--- src/rtl/ps2_pkg.sv ---
// Shared definitions for the PS/2 mouse receiver.
//   rx_state_e      : byte-level deserializer states
//   FRAME_DATA_BITS : data bits per PS/2 frame
//   SYNC_BIT_IDX    : bit that is always 1 in a mouse status byte
//   PKT_LEN         : bytes per mouse movement packet
//   odd_parity_ok() : 1 when data plus parity bit hold an odd number of ones
package ps2_pkg;

  typedef enum logic [1:0] {
    StIdle,
    StData,
    StParity,
    StStop
  } rx_state_e;

  localparam int unsigned FRAME_DATA_BITS = 8;
  localparam int unsigned SYNC_BIT_IDX    = 3;
  localparam int unsigned PKT_LEN         = 3;

  function automatic logic odd_parity_ok(input logic [7:0] data, input logic par);
    return ^{data, par};
  endfunction

endpackage

--- src/rtl/ps2_mouse_rx_if.sv ---
// Bus between the PS/2 mouse receiver and its surroundings.
//   PS2_CLK, PS2_DAT : raw PS/2 lines from the mouse (asynchronous)
//   pkt_en           : 1 enables 3-byte packet assembly
//   rx_byte/rx_valid : every good byte, with a one-cycle strobe
//   byte1..byte3     : last complete mouse packet
//   packet_valid     : one-cycle strobe when byte1..byte3 update
//   frame_err        : one-cycle strobe on parity/stop error or mid-frame timeout
// Modports: master drives the PS/2 lines and pkt_en, slave is the receiver.
interface ps2_mouse_rx_if;

  logic       PS2_CLK;
  logic       PS2_DAT;
  logic       pkt_en;
  logic [7:0] rx_byte;
  logic       rx_valid;
  logic [7:0] byte1;
  logic [7:0] byte2;
  logic [7:0] byte3;
  logic       packet_valid;
  logic       frame_err;

  modport master (
    output PS2_CLK, PS2_DAT, pkt_en,
    input  rx_byte, rx_valid, byte1, byte2, byte3, packet_valid, frame_err
  );

  modport slave (
    input  PS2_CLK, PS2_DAT, pkt_en,
    output rx_byte, rx_valid, byte1, byte2, byte3, packet_valid, frame_err
  );

endinterface

--- src/rtl/ps2_line_filter.sv ---
// Two-flop synchronizer followed by a run-length glitch filter for one PS/2 line.
// The filtered output only takes a new value after FILTER_LEN consecutive
// synchronized samples agree on it. Everything resets to 1 (idle bus level).
//   clk   : system clock
//   rst_n : asynchronous active-low reset
//   raw   : raw, asynchronous line
//   filt  : synchronized and filtered line
module ps2_line_filter #(
  parameter int unsigned FILTER_LEN = 8
) (
  input  logic clk,
  input  logic rst_n,
  input  logic raw,
  output logic filt
);

  localparam int unsigned CntW = (FILTER_LEN > 2) ? $clog2(FILTER_LEN) : 1;
  localparam logic [CntW-1:0] CntLast = CntW'(FILTER_LEN - 1);

  logic [1:0]      sync_q;
  logic            filt_q;
  logic [CntW-1:0] cnt_q;

  // cnt_q counts consecutive synchronized samples that disagree with filt_q;
  // the FILTER_LEN-th disagreeing sample flips the output.
  always_ff @(posedge clk or negedge rst_n) begin
    if (!rst_n) begin
      sync_q <= 2'b11;
      filt_q <= 1'b1;
      cnt_q  <= '0;
    end else begin
      sync_q <= {sync_q[0], raw};
      if (sync_q[1] == filt_q) begin
        cnt_q <= '0;
      end else if (cnt_q == CntLast) begin
        filt_q <= sync_q[1];
        cnt_q  <= '0;
      end else begin
        cnt_q <= cnt_q + 1'b1;
      end
    end
  end

  assign filt = filt_q;

endmodule

--- src/rtl/ps2_mouse_rx.sv ---
// PS/2 device-to-host receiver and 3-byte mouse packet framer.
// Deserializes 11-bit frames (start, 8 data LSB first, odd parity, stop) from
// filtered PS/2 lines, reports every good byte, and assembles mouse packets
// that resync on the always-one bit of the status byte.
//   Clk     : system clock
//   Reset_n : asynchronous active-low reset
//   bus     : ps2_mouse_rx_if slave (raw lines, pkt_en, byte/packet outputs)
module ps2_mouse_rx
  import ps2_pkg::*;
#(
  parameter int unsigned FILTER_LEN     = 8,
  parameter int unsigned TIMEOUT_CYCLES = 50000
) (
  input logic           Clk,
  input logic           Reset_n,
  ps2_mouse_rx_if.slave bus
);

  localparam int unsigned ToW = (TIMEOUT_CYCLES > 2) ? $clog2(TIMEOUT_CYCLES) : 1;
  localparam logic [ToW-1:0] ToMax = ToW'(TIMEOUT_CYCLES - 1);
  localparam int unsigned BitCntW = $clog2(FRAME_DATA_BITS);
  localparam logic [BitCntW-1:0] LastBit = BitCntW'(FRAME_DATA_BITS - 1);
  localparam logic [1:0] LastIdx = 2'(PKT_LEN - 1);

  logic clk_filt;
  logic dat_filt;
  logic clk_filt_prev_q;
  logic clk_fall;
  logic timeout;

  rx_state_e            state_q;
  logic [BitCntW-1:0]   bit_cnt_q;
  logic [7:0]           shift_q;
  logic                 parity_ok_q;
  logic [ToW-1:0]       idle_cnt_q;
  logic [1:0]           pkt_idx_q;
  logic [7:0]           held0_q;
  logic [7:0]           held1_q;

  logic [7:0] rx_byte_q;
  logic       rx_valid_q;
  logic [7:0] byte1_q;
  logic [7:0] byte2_q;
  logic [7:0] byte3_q;
  logic       packet_valid_q;
  logic       frame_err_q;

  ps2_line_filter #(
    .FILTER_LEN (FILTER_LEN)
  ) u_clk_filter (
    .clk   (Clk),
    .rst_n (Reset_n),
    .raw   (bus.PS2_CLK),
    .filt  (clk_filt)
  );

  ps2_line_filter #(
    .FILTER_LEN (FILTER_LEN)
  ) u_dat_filter (
    .clk   (Clk),
    .rst_n (Reset_n),
    .raw   (bus.PS2_DAT),
    .filt  (dat_filt)
  );

  // Both terms are flops, so the fall strobe is glitch-free and lasts exactly
  // the one cycle after the filtered clock drops.
  assign clk_fall = clk_filt_prev_q & ~clk_filt;

  // A fall in the same cycle wins over the timeout; otherwise a start bit
  // arriving after a long idle period would be swallowed.
  assign timeout = ~clk_fall & (idle_cnt_q == ToMax);

  always_ff @(posedge Clk or negedge Reset_n) begin
    if (!Reset_n) begin
      clk_filt_prev_q <= 1'b1;
      state_q         <= StIdle;
      bit_cnt_q       <= '0;
      shift_q         <= '0;
      parity_ok_q     <= 1'b0;
      idle_cnt_q      <= '0;
      pkt_idx_q       <= '0;
      held0_q         <= '0;
      held1_q         <= '0;
      rx_byte_q       <= '0;
      rx_valid_q      <= 1'b0;
      byte1_q         <= '0;
      byte2_q         <= '0;
      byte3_q         <= '0;
      packet_valid_q  <= 1'b0;
      frame_err_q     <= 1'b0;
    end else begin
      clk_filt_prev_q <= clk_filt;
      rx_valid_q      <= 1'b0;
      packet_valid_q  <= 1'b0;
      frame_err_q     <= 1'b0;

      if (clk_fall) begin
        idle_cnt_q <= '0;
      end else if (idle_cnt_q != ToMax) begin
        idle_cnt_q <= idle_cnt_q + 1'b1;
      end

      if (timeout) begin
        // Idle-line timeouts are silent; only an abandoned frame is an error.
        frame_err_q <= (state_q != StIdle);
        state_q     <= StIdle;
        pkt_idx_q   <= '0;
      end else if (clk_fall) begin
        unique case (state_q)
          StIdle: begin
            // A fall with data high is not a start bit; ignore it.
            if (!dat_filt) begin
              state_q   <= StData;
              bit_cnt_q <= '0;
            end
          end
          StData: begin
            shift_q <= {dat_filt, shift_q[7:1]};
            if (bit_cnt_q == LastBit) begin
              state_q <= StParity;
            end else begin
              bit_cnt_q <= bit_cnt_q + 1'b1;
            end
          end
          StParity: begin
            parity_ok_q <= odd_parity_ok(shift_q, dat_filt);
            state_q     <= StStop;
          end
          StStop: begin
            state_q <= StIdle;
            if (dat_filt && parity_ok_q) begin
              rx_byte_q  <= shift_q;
              rx_valid_q <= 1'b1;
              if (bus.pkt_en) begin
                if (pkt_idx_q == '0) begin
                  // Only a byte with the sync bit set can open a packet.
                  if (shift_q[SYNC_BIT_IDX]) begin
                    held0_q   <= shift_q;
                    pkt_idx_q <= 2'd1;
                  end
                end else if (pkt_idx_q == LastIdx) begin
                  byte1_q        <= held0_q;
                  byte2_q        <= held1_q;
                  byte3_q        <= shift_q;
                  packet_valid_q <= 1'b1;
                  pkt_idx_q      <= '0;
                end else begin
                  held1_q   <= shift_q;
                  pkt_idx_q <= pkt_idx_q + 1'b1;
                end
              end
            end else begin
              frame_err_q <= 1'b1;
              pkt_idx_q   <= '0;
            end
          end
          default: state_q <= StIdle;
        endcase
      end

      // Packet assembly is disabled; the byte FSM keeps running.
      if (!bus.pkt_en) begin
        pkt_idx_q <= '0;
      end
    end
  end

  assign bus.rx_byte      = rx_byte_q;
  assign bus.rx_valid     = rx_valid_q;
  assign bus.byte1        = byte1_q;
  assign bus.byte2        = byte2_q;
  assign bus.byte3        = byte3_q;
  assign bus.packet_valid = packet_valid_q;
  assign bus.frame_err    = frame_err_q;

endmodule

--- src/flat_wrapper.sv ---
// flat-port wrapper written by rule: the top's interface ports become plain ports
module ps2_mouse_rx_flat import ps2_pkg::*;
#(
  parameter int unsigned FILTER_LEN     = 8,
  parameter int unsigned TIMEOUT_CYCLES = 50000
)
  (Clk, Reset_n, bus_PS2_CLK, bus_PS2_DAT, bus_pkt_en, bus_rx_byte, bus_rx_valid, bus_byte1, bus_byte2, bus_byte3, bus_packet_valid, bus_frame_err);
  ps2_mouse_rx_if bus_i ();
  input logic Clk;
  input logic Reset_n;
  input wire logic [$bits(bus_i.PS2_CLK)-1:0] bus_PS2_CLK;
  input wire logic [$bits(bus_i.PS2_DAT)-1:0] bus_PS2_DAT;
  input wire logic [$bits(bus_i.pkt_en)-1:0] bus_pkt_en;
  output wire logic [$bits(bus_i.rx_byte)-1:0] bus_rx_byte;
  output wire logic [$bits(bus_i.rx_valid)-1:0] bus_rx_valid;
  output wire logic [$bits(bus_i.byte1)-1:0] bus_byte1;
  output wire logic [$bits(bus_i.byte2)-1:0] bus_byte2;
  output wire logic [$bits(bus_i.byte3)-1:0] bus_byte3;
  output wire logic [$bits(bus_i.packet_valid)-1:0] bus_packet_valid;
  output wire logic [$bits(bus_i.frame_err)-1:0] bus_frame_err;
  assign bus_i.PS2_CLK = bus_PS2_CLK;
  assign bus_i.PS2_DAT = bus_PS2_DAT;
  assign bus_i.pkt_en = bus_pkt_en;
  assign bus_rx_byte = bus_i.rx_byte;
  assign bus_rx_valid = bus_i.rx_valid;
  assign bus_byte1 = bus_i.byte1;
  assign bus_byte2 = bus_i.byte2;
  assign bus_byte3 = bus_i.byte3;
  assign bus_packet_valid = bus_i.packet_valid;
  assign bus_frame_err = bus_i.frame_err;
  ps2_mouse_rx #(.FILTER_LEN(FILTER_LEN), .TIMEOUT_CYCLES(TIMEOUT_CYCLES)) u_core (.Clk(Clk), .Reset_n(Reset_n), .bus(bus_i));
endmodule
--- config.mk ---
export PLATFORM = sky130hd
export DESIGN_NAME = ps2_mouse_rx_flat
export DESIGN_NICKNAME = d
export VERILOG_FILES = /design/src/rtl/ps2_pkg.sv /design/src/rtl/ps2_mouse_rx_if.sv /design/src/rtl/ps2_line_filter.sv /design/src/rtl/ps2_mouse_rx.sv /design/src/flat_wrapper.sv
export SDC_FILE = /design/constraint.sdc
export NUM_CORES = 1
export LEC_CHECK = 0
export CORE_MARGIN = 1.5
export CORE_UTILIZATION = 28
export CTS_BUF_LIST = sky130_fd_sc_hd__clkbuf_4
export DETAILED_ROUTE_END_ITERATION = 8
export SYNTH_ARGS = -nofsm -noshare
export SYNTH_HDL_FRONTEND = slang
export SYNTH_SLANG_ARGS = --single-unit
--- constraint.sdc ---
create_clock -name Clk -period 5.4 [get_ports Clk]
set_clock_uncertainty 0.1 [all_clocks]
set_input_delay 0.54 -clock Clk [delete_from_list [all_inputs] [get_ports Clk]]
set_output_delay 0.54 -clock Clk [all_outputs]
set_load 0.05 [all_outputs]
==> metrics <==
result of the run finished clean; antenna cells 0; Max clock buf depth 2; die width 124 um; Remaining DRCs 0; Worst Setup Path Type flip-flop to flip-flop; CP Data Arrival Time 2.89 ns; Overall Global Routing Usage 0.104; hold wc startpoint u_core.u_clk_filter.sync_q[0]; summed instance area of the synthesized netlist 4070 sq um; share of post-route cells with drive strength above 1 0.275; pin count of the biggest net entering global routing 73; mean area per synthesized cell 13.7 sq um; H-tree levels 3; number of buffers and inverters on the critical path 0; Routed WL per cell 14.0 um; reported max-cap violation count 0; worst setup path start u_core.clk_filt_prev_q; post-route ant nets 0; floorplan core area 14000 sq um; CTS root buffer sky130_fd_sc_hd__clkbuf_4; number of global-route vias before repair 2472; crit path capture type flip-flop; warnings from Yosys 0; sinks on the clock net 96; total power draw 0.00149 W; effective utilization at floorplan 0.290; leakage 2.23 nW; number of I/O pins 40; PortBufs 39; Max stage delay on crit path 0.81 ns; class of the tightest hold or removal check flip-flop to flip-flop; post-DR vias/cell 4.52; count of fill cells added during filler insertion 1367; net switching component of the power 0.000470 W; Die Area 15300 sq um; net switching fraction of the power 0.316; main flop type after synthesis sky130_fd_sc_hd__dfrtp_1; cell-internal power 0.00102 W; clock transition at the registers of the reported paths 0.14 ns; Worst slew margin 0.356; number of storage elements in the synthesis netlist 96; TritonCTS clock tree done; critical path data required time 5.62 ns; number of unique standard cell types used by synthesis 47; wire length of the first global-routing pass 12500 um; Hold Fails Final Rpt 0; area added between synthesis and finish 17.6%; fraction of the yosys area taken by sequential cells 0.593; Post-synth ARST share 1.00; post-synthesis net count 313; library cell with the largest summed area after synthesis sky130_fd_sc_hd__dfrtp_1; Slowest cell on crit path sky130_fd_sc_hd__nor3_2; clock network power share 0.231; Min Clock Period, post-route 2.67 ns; latest clock arrival within the worst-skew pair 0.44 ns; Initial DRC Count 64; wire length after detailed routing 7350 um; Worst R2R Start u_core.clk_filt_prev_q; sequential group share of total power 0.582; leading cell types by total area after synthesis sky130_fd_sc_hd__dfrtp_1 (55%), sky130_fd_sc_hd__mux2_2 (16%), sky130_fd_sc_hd__dfstp_2 (4.5%); total of endpoints with negative setup slack in the final report 0; fin nets 358; y dimension of the die 124 um; peak supply drop 0.000116 V; placed wire-length estimate 5180 um; top-area cell type share of the netlist area 0.548; chain of cells forming the critical path nand2b_1 -> nor3_2 -> nand3_1 -> mux2_2; share of the clock period used by the worst path after layout 0.494; PwrDens 311 nW/um^2; startpoint class of the critical path flip-flop; Pre-antenna DRT Iters 4; number of buffers added by the clock tree synthesis step 9; antenna violations before repair 0; Final Max Slew Viols 0; Core Rows 43; family of cells with the greatest summed delay on the critical path simple AND/OR/NAND/NOR gates; Fin Setup TNS 0 ns; setup repair after global routing missed its margin no; post-CTS sizing 0; Worst Max-Slew Pin Slew 0.960 ns; RD Place Congestion 0.773; Mapped Cells 296; fraction of power consumed by combinational cells 0.187; critical path peak fanout 13; Achievable Freq 375 MHz; vias after detailed routing 2378; number of flops mapped to enable cells by yosys 0; remaining global-route overflow 0
==> cell usage after synthesis (2+ instances only) <==
cell type and n:
sky130_fd_sc_hd__a211oi_1 2, sky130_fd_sc_hd__and2_1 5, sky130_fd_sc_hd__nor2_1 13, sky130_fd_sc_hd__nand3_1 5
sky130_fd_sc_hd__nor3_1 4, sky130_fd_sc_hd__or4b_4 2, sky130_fd_sc_hd__xor2_1 6, sky130_fd_sc_hd__dfstp_2 7
sky130_fd_sc_hd__o21ai_0 4, sky130_fd_sc_hd__a31o_2 2, sky130_fd_sc_hd__nor4_1 3, sky130_fd_sc_hd__inv_1 10
sky130_fd_sc_hd__ha_1 12, sky130_fd_sc_hd__mux2i_1 2, sky130_fd_sc_hd__dfrtp_1 89, sky130_fd_sc_hd__nand4_1 8
sky130_fd_sc_hd__nor2b_1 2, sky130_fd_sc_hd__a22o_1 5, sky130_fd_sc_hd__xnor2_1 10, sky130_fd_sc_hd__nor3b_1 2
sky130_fd_sc_hd__o21ai_1 2, sky130_fd_sc_hd__nand2_1 8, sky130_fd_sc_hd__buf_2 4, sky130_fd_sc_hd__clkbuf_1 2
sky130_fd_sc_hd__a21oi_1 6, sky130_fd_sc_hd__mux2_2 58, sky130_fd_sc_hd__or3_1 3
==> worst paths after layout <==
kind	cells past startpoint	to	slack, ns
min in group asynchronous	2	u_core.idle_cnt_q[14]	0.43
max in group asynchronous	3	u_core.shift_q[7]	3.57
min	0	u_core.u_clk_filter.sync_q[1]	0.26
min reg2reg	0	u_core.u_clk_filter.sync_q[1]	0.26
max	4	u_core.held1_q[4]	2.73
max reg2reg	4	u_core.held1_q[4]	2.73
==> layout make-up <==
| class | instances | area (sq um) | share of cell area |
|---|---|---|---|
| timing repair buffer | 42 | 413 | 0.0863 |
| multi-input combinational | 182 | 1580 | 0.330 |
| sequential | 96 | 2410 | 0.504 |
| clock inverter | 7 | 51.3 | 0.0107 |
| inverter | 10 | 37.5 | 0.00785 |
| tap | 180 | 225 | 0.0471 |
| clock buffer | 9 | 67.6 | 0.0141 |
==> flip-flops by register name, indices dropped and copies added, names as in the netlist, 3 cells and up <==
name / count
u_core.idle_cnt_q: 16
u_core.bus.byte1: 8
u_core.bus.byte2: 8
u_core.bus.byte3: 8
u_core.bus.rx_byte: 8
u_core.held0_q: 8
u_core.held1_q: 8
u_core.shift_q: 8
u_core.bit_cnt_q: 3
u_core.u_clk_filter.cnt_q: 3
u_core.u_dat_filter.cnt_q: 3
==> worst register-to-register path, stage by stage, from the launching register on <==
cell	delay, ns
sky130_fd_sc_hd__dfstp_2	0.55
sky130_fd_sc_hd__nand2b_1	0.15
sky130_fd_sc_hd__nor3_2	0.81
sky130_fd_sc_hd__nand3_1	0.54
sky130_fd_sc_hd__mux2_2	0.42
==> cell families (layout without fill, tap and decap cells) <==
kind of cell | count (synthesis) | in the layout | synth area share
XOR/XNOR | 18 | 18 | 0.0440
AND/OR/NAND/NOR | 64 | 64 | 0.0929
multiplexers | 60 | 60 | 0.166
flip-flops | 96 | 96 | 0.593
buffers and inverters | 18 | 68 | 0.0197
adder cells (fa/ha/maj) | 12 | 12 | 0.0369
AO/OA/AOI/OAI | 28 | 28 | 0.0480
==> routing by layer <==
layer,wire length (um),vias to the layer above,track usage
li1,-,1144,-
met1,3580,1198,0.143
met2,3450,29,0.162
met3,260,7,0.0300
met4,61,0,0.0273
met5,0,-,0
==> what timing repair did <==
item                      4_1_cts  5_1_grt
hold buffers                    1        0
setup buffers                   0        0
hold endpoints to repair       17        0
==> cells in the final DEF, fill, tap and decap left out, types with 4 or more instances in the layout <==
| cell type | n |
|---|---|
| sky130_fd_sc_hd__o21ai_0 | 4 |
| sky130_fd_sc_hd__and2_1 | 5 |
| sky130_fd_sc_hd__inv_6 | 4 |
| sky130_fd_sc_hd__mux2_2 | 58 |
| sky130_fd_sc_hd__dfstp_2 | 7 |
| sky130_fd_sc_hd__nor2_1 | 13 |
| sky130_fd_sc_hd__clkbuf_4 | 9 |
| sky130_fd_sc_hd__ha_1 | 12 |
| sky130_fd_sc_hd__clkdlybuf4s50_1 | 38 |
| sky130_fd_sc_hd__inv_1 | 10 |
| sky130_fd_sc_hd__dfrtp_1 | 89 |
| sky130_fd_sc_hd__xnor2_1 | 10 |
| sky130_fd_sc_hd__nand2_1 | 8 |
| sky130_fd_sc_hd__a22o_1 | 5 |
| sky130_fd_sc_hd__xor2_1 | 6 |
| sky130_fd_sc_hd__nand4_1 | 8 |
| sky130_fd_sc_hd__nor3_1 | 4 |
| sky130_fd_sc_hd__nand3_1 | 5 |
| sky130_fd_sc_hd__a21oi_1 | 6 |
==> per-stage QoR <==
step                std cells  worst slack, ns  utilization  hold slack (ns)  instance area [sq um]
global placement          509             2.84        0.331            0.247                   4650
floorplan                 296             3.42            -            0.144                   4070
CTS                       526             2.70        0.341            0.266                   4780
global route              526             2.42        0.341            0.273                   4780
detailed placement        509             2.71        0.331            0.247                   4650
finish                    526             2.73        0.341            0.265                   4780
==> power by group through the flow <==
stage               combinational [W]  clock, W  sequential (W)
CTS                          0.000285  0.000362        0.000867
global placement             0.000267         0        0.000875
global route                 0.000318  0.000393        0.000879
floorplan                    0.000222         0        0.000857
detailed placement           0.000280         0        0.000881
finish                       0.000278  0.000344        0.000866
No activity file was read; power rests on OpenSTA's default activity.
